--- config.mk ---
export PLATFORM = sky130hd
export DESIGN_NAME = correlation_seq_ctrl
export DESIGN_NICKNAME = d
export VERILOG_FILES = /design/src/rtl/correlation_seq_ctrl_pkg.sv /design/src/rtl/correlation_seq_ctrl_corr_score.sv /design/src/rtl/correlation_seq_ctrl.sv
export SDC_FILE = /design/constraint.sdc
export NUM_CORES = 1
export LEC_CHECK = 0
export ABC_CLOCK_PERIOD_IN_PS = 6940
export BUFFER_PORTS_ARGS = -buffer_cell sky130_fd_sc_hd__buf_4
export CAP_MARGIN = 20
export CORE_UTILIZATION = 40
export DETAILED_ROUTE_END_ITERATION = 12
export SYNTH_ARGS = -nofsm -noshare
export SYNTH_HDL_FRONTEND = slang
export SYNTH_SLANG_ARGS = --single-unit
--- constraint.sdc ---
create_clock -name Clock -period 6.94 [get_ports Clock]
set_input_delay 0.694 -clock Clock [delete_from_list [all_inputs] [get_ports Clock]]
set_output_delay 0.694 -clock Clock [all_outputs]
set_load 0.05 [all_outputs]
--- src/rtl/correlation_seq_ctrl_pkg.sv ---
// Shared defaults and FSM encoding for the correlation sequencer.
package correlation_seq_ctrl_pkg;
    localparam int DEF_WORD_W    = 32;
    localparam int DEF_NUM_WORDS = 16;
    localparam int DEF_IDX_W     = $clog2(DEF_NUM_WORDS);
    localparam int DEF_SCORE_W   = $clog2(DEF_WORD_W + 1);
    localparam int CNT_W         = 6;

    typedef enum logic [1:0] {
        ST_IDLE = 2'd0,
        ST_LOAD = 2'd1,
        ST_DONE = 2'd2
    } state_t;
endpackage

--- src/rtl/correlation_seq_ctrl_corr_score.sv ---
// Combinational match score: number of bit positions where word equals target.
module corr_score #(
    parameter int WORD_W  = 32,
    parameter int SCORE_W = 6
) (
    input  logic [WORD_W-1:0]  word,
    input  logic [WORD_W-1:0]  target,
    output logic [SCORE_W-1:0] score
);
    logic [WORD_W-1:0] w_match;

    assign w_match = ~(word ^ target);

    always_comb begin
        score = '0;
        for (int i = 0; i < WORD_W; i++)
            score = score + SCORE_W'(w_match[i]);
    end
endmodule

--- src/rtl/correlation_seq_ctrl.sv ---
// Streams NUM_WORDS candidates, scores each against a latched target and
// reports the lowest index holding the highest score.
module correlation_seq_ctrl
    import correlation_seq_ctrl_pkg::*;
#(
    parameter int WORD_W    = DEF_WORD_W,
    parameter int NUM_WORDS = DEF_NUM_WORDS,
    localparam int IDX_W    = $clog2(NUM_WORDS),
    localparam int SCORE_W  = $clog2(WORD_W + 1)
) (
    input  logic               Clock,
    input  logic               Reset,
    input  logic               Start,
    input  logic [WORD_W-1:0]  Target_Num,
    input  logic               Abort,
    input  logic               In_Valid,
    input  logic [WORD_W-1:0]  In_Data,
    output logic               In_Ready,
    input  logic               Out_Ready,
    output logic               Out_Valid,
    output logic [IDX_W-1:0]   Out_Index,
    output logic [SCORE_W-1:0] Out_Score,
    output logic               Busy
);
    state_t               r_state, w_next;
    logic [WORD_W-1:0]    r_target;
    logic [CNT_W-1:0]     r_count;
    logic [IDX_W-1:0]     r_best_idx;
    logic [SCORE_W-1:0]   r_best_sc;
    logic [SCORE_W-1:0]   w_score;
    logic                 w_xfer;
    logic                 w_last;

    corr_score #(.WORD_W(WORD_W), .SCORE_W(SCORE_W)) u_score (
        .word   (In_Data),
        .target (r_target),
        .score  (w_score)
    );

    // A transfer coinciding with Abort is dropped.
    assign w_xfer = (r_state == ST_LOAD) && In_Valid && !Abort;
    assign w_last = (r_count == CNT_W'(NUM_WORDS - 1));

    always_ff @(posedge Clock or posedge Reset) begin
        if (Reset) r_state <= ST_IDLE;
        else       r_state <= w_next;
    end

    always_comb begin
        w_next = r_state;
        case (r_state)
            ST_IDLE: if (Start) w_next = ST_LOAD;
            ST_LOAD: begin
                if (Abort)                w_next = ST_IDLE;
                else if (w_xfer && w_last) w_next = ST_DONE;
            end
            ST_DONE: if (Out_Ready) w_next = ST_IDLE;
            default: w_next = ST_IDLE;
        endcase
    end

    always_comb begin
        In_Ready  = (r_state == ST_LOAD);
        Out_Valid = (r_state == ST_DONE);
        Busy      = (r_state != ST_IDLE);
    end

    always_ff @(posedge Clock or posedge Reset) begin
        if (Reset) begin
            r_target   <= '0;
            r_count    <= '0;
            r_best_idx <= '0;
            r_best_sc  <= '0;
        end else if (r_state == ST_IDLE && Start) begin
            r_target   <= Target_Num;
            r_count    <= '0;
            r_best_idx <= '0;
            r_best_sc  <= '0;
        end else if (w_xfer) begin
            r_count <= r_count + CNT_W'(1);
            // Strict compare keeps the earliest index on ties.
            if (r_count == '0 || w_score > r_best_sc) begin
                r_best_idx <= r_count[IDX_W-1:0];
                r_best_sc  <= w_score;
            end
        end
    end

    assign Out_Index = r_best_idx;
    assign Out_Score = r_best_sc;
endmodule

==> results of run 1 <==
## final timing paths
path / endpoint / slack (ps) / cells after the start
setup / recovery: Out_Index[2] / 350 / 26
hold / removal: r_state[1] / 450 / 2
setup reg to reg: Out_Index[2] / 430 / 25
hold reg to reg: Out_Index[2] / 510 / 1
max in group asynchronous: r_target[23] / 5950 / 3
min in group Clock: Out_Index[2] / 510 / 1
## critical path, cell delays in order
cell and delay [ps]:
buf_4 110, xnor2_1 110, ha_1 270, inv_1 50, fa_1 500, fa_1 570
fa_1 440, fa_1 470, fa_1 540, inv_1 50, fa_1 500, fa_1 450
inv_1 80, fa_1 180, inv_1 40, a21o_1 160, a21oi_1 160, xnor2_1 170
ha_1 300, nand4_1 130, nor2_1 60, o21ai_1 160, buf_4 130, o22ai_2 70
buf_4 180, a32o_1 200
## routing by layer
layer  wire [µm]  vias to the layer above  track usage
li1            -                     1049            -
met3         297                        5      0.03853
met2        2946                       49       0.2525
met5           0                        -            0
met4          66                        0      0.04762
met1        2571                     1060       0.1948
## cell families after synthesis
| group | synth area share |
|---|---|
| DFF | 0.3920 |
| buffers and inverters | 0.06076 |
| xor gates and xnor gates | 0.1098 |
| adders and majority gates | 0.2132 |
| muxes | 0.1129 |
| and+or+nand+nor | 0.04939 |
| AOI/OAI and AO/OA | 0.06194 |
## area by class of cell
| class | instances | area, µm² |
|---|---|---|
| flip-flops and latches | 50 | 1251 |
| well taps | 102 | 127.6 |
| clock buffers | 7 | 86.33 |
| repair buffers | 93 | 710.7 |
| fillers | 687 | 3641 |
| inverters | 40 | 150.1 |
| multi-input cells | 164 | 1755 |
| clock inverters | 1 | 5.005 |
## registers in the layout, indices dropped and copies added, names as in the netlist
signal	flops
r_count	6
Out_Score	6
r_state	2
Out_Index	4
r_target	32
## cells in the final DEF, fill, tap and decap left out, drive strengths merged, types with 5 or more instances in the layout
master  synthesis  routed
buf             7      93
mux2           32      32
fa             24      24
xnor2          21      21
clkbuf          0       7
a21oi           5       5
nor2            8       8
xor2           19      19
a32o           10      10
ha             16      16
inv            40      40
dfrtp          50      50
## per-stage QoR
step / setup TNS [ps] / instance area (µm²)
final: 0 / 4086
after global routing: 0 / 4086
after CTS: 0 / 4076
after detailed placement: -1800 / 3985
after global placement: -943.4 / 3965
after floorplan: 0 / 3192
## what timing repair did
action	4_1_cts	5_1_grt
buffers inserted	0	1
setup endpoints to repair	0	10
gates resized for setup	0	2
==> summary.txt, run 1 <==
Outcome
  • Status: finished clean

Synth
  • Synth Flop Type: dfrtp_1
  • Syn. warnings: 0
  • Most common cell in the netlist: dfrtp_1
  • Post-synth ARST share: 1.000
  • Sequential share of the synthesized area: 0.3920
  • Post-Synthesis Net Count: 371
  • Synth Cell Area: 3192 µm²
  • Mapped Avg Cell Area: 12.23 µm²
  • FF+latch count, synth: 50
  • Synth top cells by count: dfrtp_1 (50), inv_1 (40), mux2_2 (32)
  • Synth top area share: 0.3920
  • Top cells by area, synth: dfrtp_1 (39%), fa_1 (15%), mux2_2 (11%), ha_1 (6.3%), xnor2_1 (5.8%)
  • Synth cell types: 31
  • Post-synth EDFFs: 0
  • Post-synth top area cell: dfrtp_1
  • Cells after synthesis: 261

Global route
  • First-pass GRT wire length: 10010 µm
  • Antenna violations before repair: 0
  • Grt ovf: 0
  • Pin count of the biggest net entering global routing: 42
  • Vias in the first global route: 2235
  • GRT Overall Usage: 0.1520

Timing
  • Final Hold Fails: 0
  • F_max: 151.7 MHz
  • Max Slew Vio Count: 0
  • Tightest Pin Transition: 646.8 ps
  • Unrepaired setup endpoints after global routing: no
  • Setup violators final: 0
  • Hold WS: 451.0 ps
  • Setup ws final: 346.4 ps
  • Tmin final: 6594 ps
  • Max_slew headroom: 0.5688
  • Skew final: 4.359 ps
  • Period Utilization, post-route: 0.9501

Clock network
  • Clock Pin Slew Worst Setup and Hold Paths: 90 ps
  • Root Driver: clkbuf_8
  • CTS Hold Bufs: 0
  • H-tree Lvls: 2
  • Clock Sink Count: 50
  • Clock Path Buffers: 2
  • Worst-Skew Late Latency: 300 ps
  • CTS Buf Count: 5
  • CTS tree: yes

Layout
  • Layout cell share with drive strength beyond 1: 0.3887
  • Final #Nets: 464
  • Ant. Diodes: 0
  • Layout Cells excl Fill: 457
  • Area delta synth->final: 28.03%
  • Final Util: 0.5288

Placed design
  • Port Buffer Count: 82
  • Pre-CTS setup slack: -189.5 ps
  • Placer Congestion: 0.7722
  • Final HPWL DP: 4661 µm
  • Dpl cells: 448

Floorplanning
  • I/O Pins: 83
  • Total Die Area: 8341 µm²
  • Core Area: 7727 µm²
  • Initial Util: 0.4131
  • Site row count: 32
  • Die height: 91.33 µm
  • Die W: 91.33 µm

Routing
  • Drt first-iter violations: 68
  • DRC viols: 0
  • Routed len/inst: 12.87 µm
  • Antenna viol nets, final: 0
  • WL final: 5882 µm
  • DR pass1 iterations: 4
  • Vias per cell: 4.733
  • Via Count: 2163

Setup path
  • Crit path kind: in -> reg
  • Crit path DAT: 6790 ps
  • Critical Path Source Type: input port
  • CP Capture Type: flop
  • Data required time of the worst path: 7130 ps
  • Largest fanout on the critical path: 6
  • Setup crit start: In_Data[0]
  • Reg-to-Reg Start: r_target[1]

Hold path
  • Min-Delay Path Class: in -> async

Job
  • Number of max-cap violations: 0
Power of run 1 is not shown: default switching activity piles up to over one toggle a cycle in this logic, so the estimate is an artifact.
==> run 2: changes to the inputs <==
Settings changed: PLACE_DENSITY_LB_ADDON set to 0.05.
==> run 2 against run 1 <==
  * Cell count down 0.66%
  * Register-to-register slack got worse by 20 ps
  * Clock skew up 3.9 ps
  * Global-route usage is 0.31 points higher
  * Worst hold slack better by 59 ps
  * Critical path depth shrank 2
  * Critical path type unchanged
  * Largest cell class unchanged
==> summary.txt, run 2 (synthesis results as in run 1) <==
Placed design
  • Dpl cells: 446
  • Port Buffer Count: 82
  • Placer Congestion: 0.7523
  • Final HPWL DP: 4561 µm

Routing
  • DR pass1 iterations: 4
  • Antenna viol nets, final: 0
  • Routed len/inst: 12.91 µm
  • Drt first-iter violations: 52
  • WL final: 5861 µm
  • DRC viols: 0
  • Via Count: 2136
  • Vias per cell: 4.705

Global route
  • Grt ovf: 0
  • GRT Overall Usage: 0.1551
  • Antenna violations before repair: 0
  • First-pass GRT wire length: 10270 µm
  • Pin count of the biggest net entering global routing: 51
  • Vias in the first global route: 2295

Outcome
  • Status: finished clean

Setup path
  • Crit path kind: in -> reg
  • Max stage delay cell, worst path: fa_1
  • Critical Path Source Type: input port
  • Largest fanout on the critical path: 10
  • CP Capture Type: flop
  • Critical path's most frequent cell: fa_1
  • Crit path DAT: 6820 ps
  • Reg-to-reg slack, setup: 410 ps
  • Crit-path cells: buf_4 -> xnor2_1 -> ha_1 -> inv_1 -> fa_1 -> fa_1 -> fa_1 -> fa_1 -> fa_1 -> inv_1 -> fa_1 -> fa_2 -> inv_1 -> fa_1 -> inv_1 -> a21o_1 -> a21oi_1 -> xnor2_1 -> ha_1 -> nand4_1 -> o21ai_0 -> a21oi_1 -> or2_4 -> a32o_1
  • CP max stage delay: 570 ps
  • Reg2reg path depth: 23
  • Reg2reg end: Out_Index[2]
  • Reg-to-Reg Start: r_target[0]
  • Data required time of the worst path: 7130 ps

Job
  • Number of max-cap violations: 0

Clock network
  • CTS tree: yes
  • Root Driver: clkbuf_8
  • Clock Path Buffers: 2
  • Clock Pin Slew Worst Setup and Hold Paths: 90 ps
  • Clock Sink Count: 50
  • Worst-Skew Late Latency: 300 ps
  • H-tree Lvls: 2
  • CTS Buf Count: 5

Layout
  • Layout Cells excl Fill: 454
  • Final Util: 0.5313
  • Ant. Diodes: 0
  • Commonest non-fill, non-tap cell in the layout: buf_4
  • Largest register FFs: 32
  • Final #Nets: 461
  • Area delta synth->final: 28.62%
  • Largest Register: r_target
  • Most frequent cells in the layout: buf_4 (90), dfrtp_1 (50), inv_1 (39)
  • Layout cell share with drive strength beyond 1: 0.3892

Timing
  • Tmin final: 6628 ps
  • Hold WS: 509.8 ps
  • Max Slew Vio Count: 0
  • Max_slew headroom: 0.5719
  • Unrepaired setup endpoints after global routing: no
  • Setup violators final: 0
  • Skew final: 8.218 ps
  • Tightest Pin Transition: 642.2 ps
  • Final Hold Fails: 0
  • Period Utilization, post-route: 0.9550
  • F_max: 150.9 MHz

Hold path
  • Hold Path Sink: Out_Index[3]
  • Min-delay src: Out_Index[3]
  • Hold depth: 1
  • Min-Delay Path Class: reg -> reg

Floorplanning
  • Die W: 91.33 µm
  • Initial Util: 0.4131
  • Total Die Area: 8341 µm²
  • Site row count: 32
  • Die height: 91.33 µm
  • I/O Pins: 83
  • Core Area: 7727 µm²
[run 2: changes by cell type in the layout (fill, tap and decap cells not counted), sizes merged]
cell,previous run,this run
clkbuf,7,6
bufinv,0,2
buf,93,90
clkinv,1,0
[run 2: layout make-up]
type	instances	area (µm²)
multi-input combinational	164	1758
fill	701	3622
timing repair buffer	90	675.6
clock inverter	2	60.06
clock buffer	6	82.58
sequential	50	1251
inverter	40	150.1
tap	102	127.6
[run 2: critical path, delay by kind of cell]
kind / cells / cell delay (ps)
adders and majority gates: 10 / 4270
buffers and inverters: 5 / 330
xor gates and xnor gates: 2 / 220
AOI/OAI and AO/OA: 5 / 880
and+or+nand+nor: 2 / 410
[run 2: worst max path at each step]
stage | startpoint | end | slack [ps] | depth (start not counted)
final | In_Data[0] | Out_Index[2] | 310 | 24
after CTS | In_Data[1] | Out_Index[2] | 100 | 24
after floorplan | In_Data[0] | Out_Index[0] | 220 | 24
after global routing | In_Data[0] | Out_Index[2] | 7 | 25
after global placement | In_Data[0] | Out_Score[0] | -100 | 24
after detailed placement | In_Data[1] | Out_Index[2] | -230 | 24
[run 2: repair_timing]
item / 4_1_cts / 5_1_grt
hold buffers: 0 / 0
gates resized for setup: 0 / 2
setup endpoints to repair: 0 / 10
setup buffers: 0 / 0
[run 2: layer usage]
| metal | global-route usage | share of wire | vias up | wire length [µm] |
|---|---|---|---|---|
| li1 | - | - | 1032 | - |
| met1 | 0.2050 | 0.45 | 1046 | 2613 |
| met2 | 0.2557 | 0.49 | 54 | 2884 |
| met3 | 0.03266 | 0.050 | 4 | 294 |
| met4 | 0.04762 | 0.012 | 0 | 68 |
| met5 | 0 | 0 | - | 0 |
[run 2: stage by stage]
| stage | setup TNS, ps | area, µm² | setup slack, ps |
|---|---|---|---|
| after global routing | 0 | 4105 | 6.922 |
| after floorplan | 0 | 3192 | 220.6 |
| after CTS | 0 | 4100 | 103.1 |
| after global placement | -938.7 | 3958 | -99.79 |
| after detailed placement | -2119 | 3958 | -230.0 |
| final | 0 | 4105 | 312.1 |
Power of run 2 is left out for the same reason.
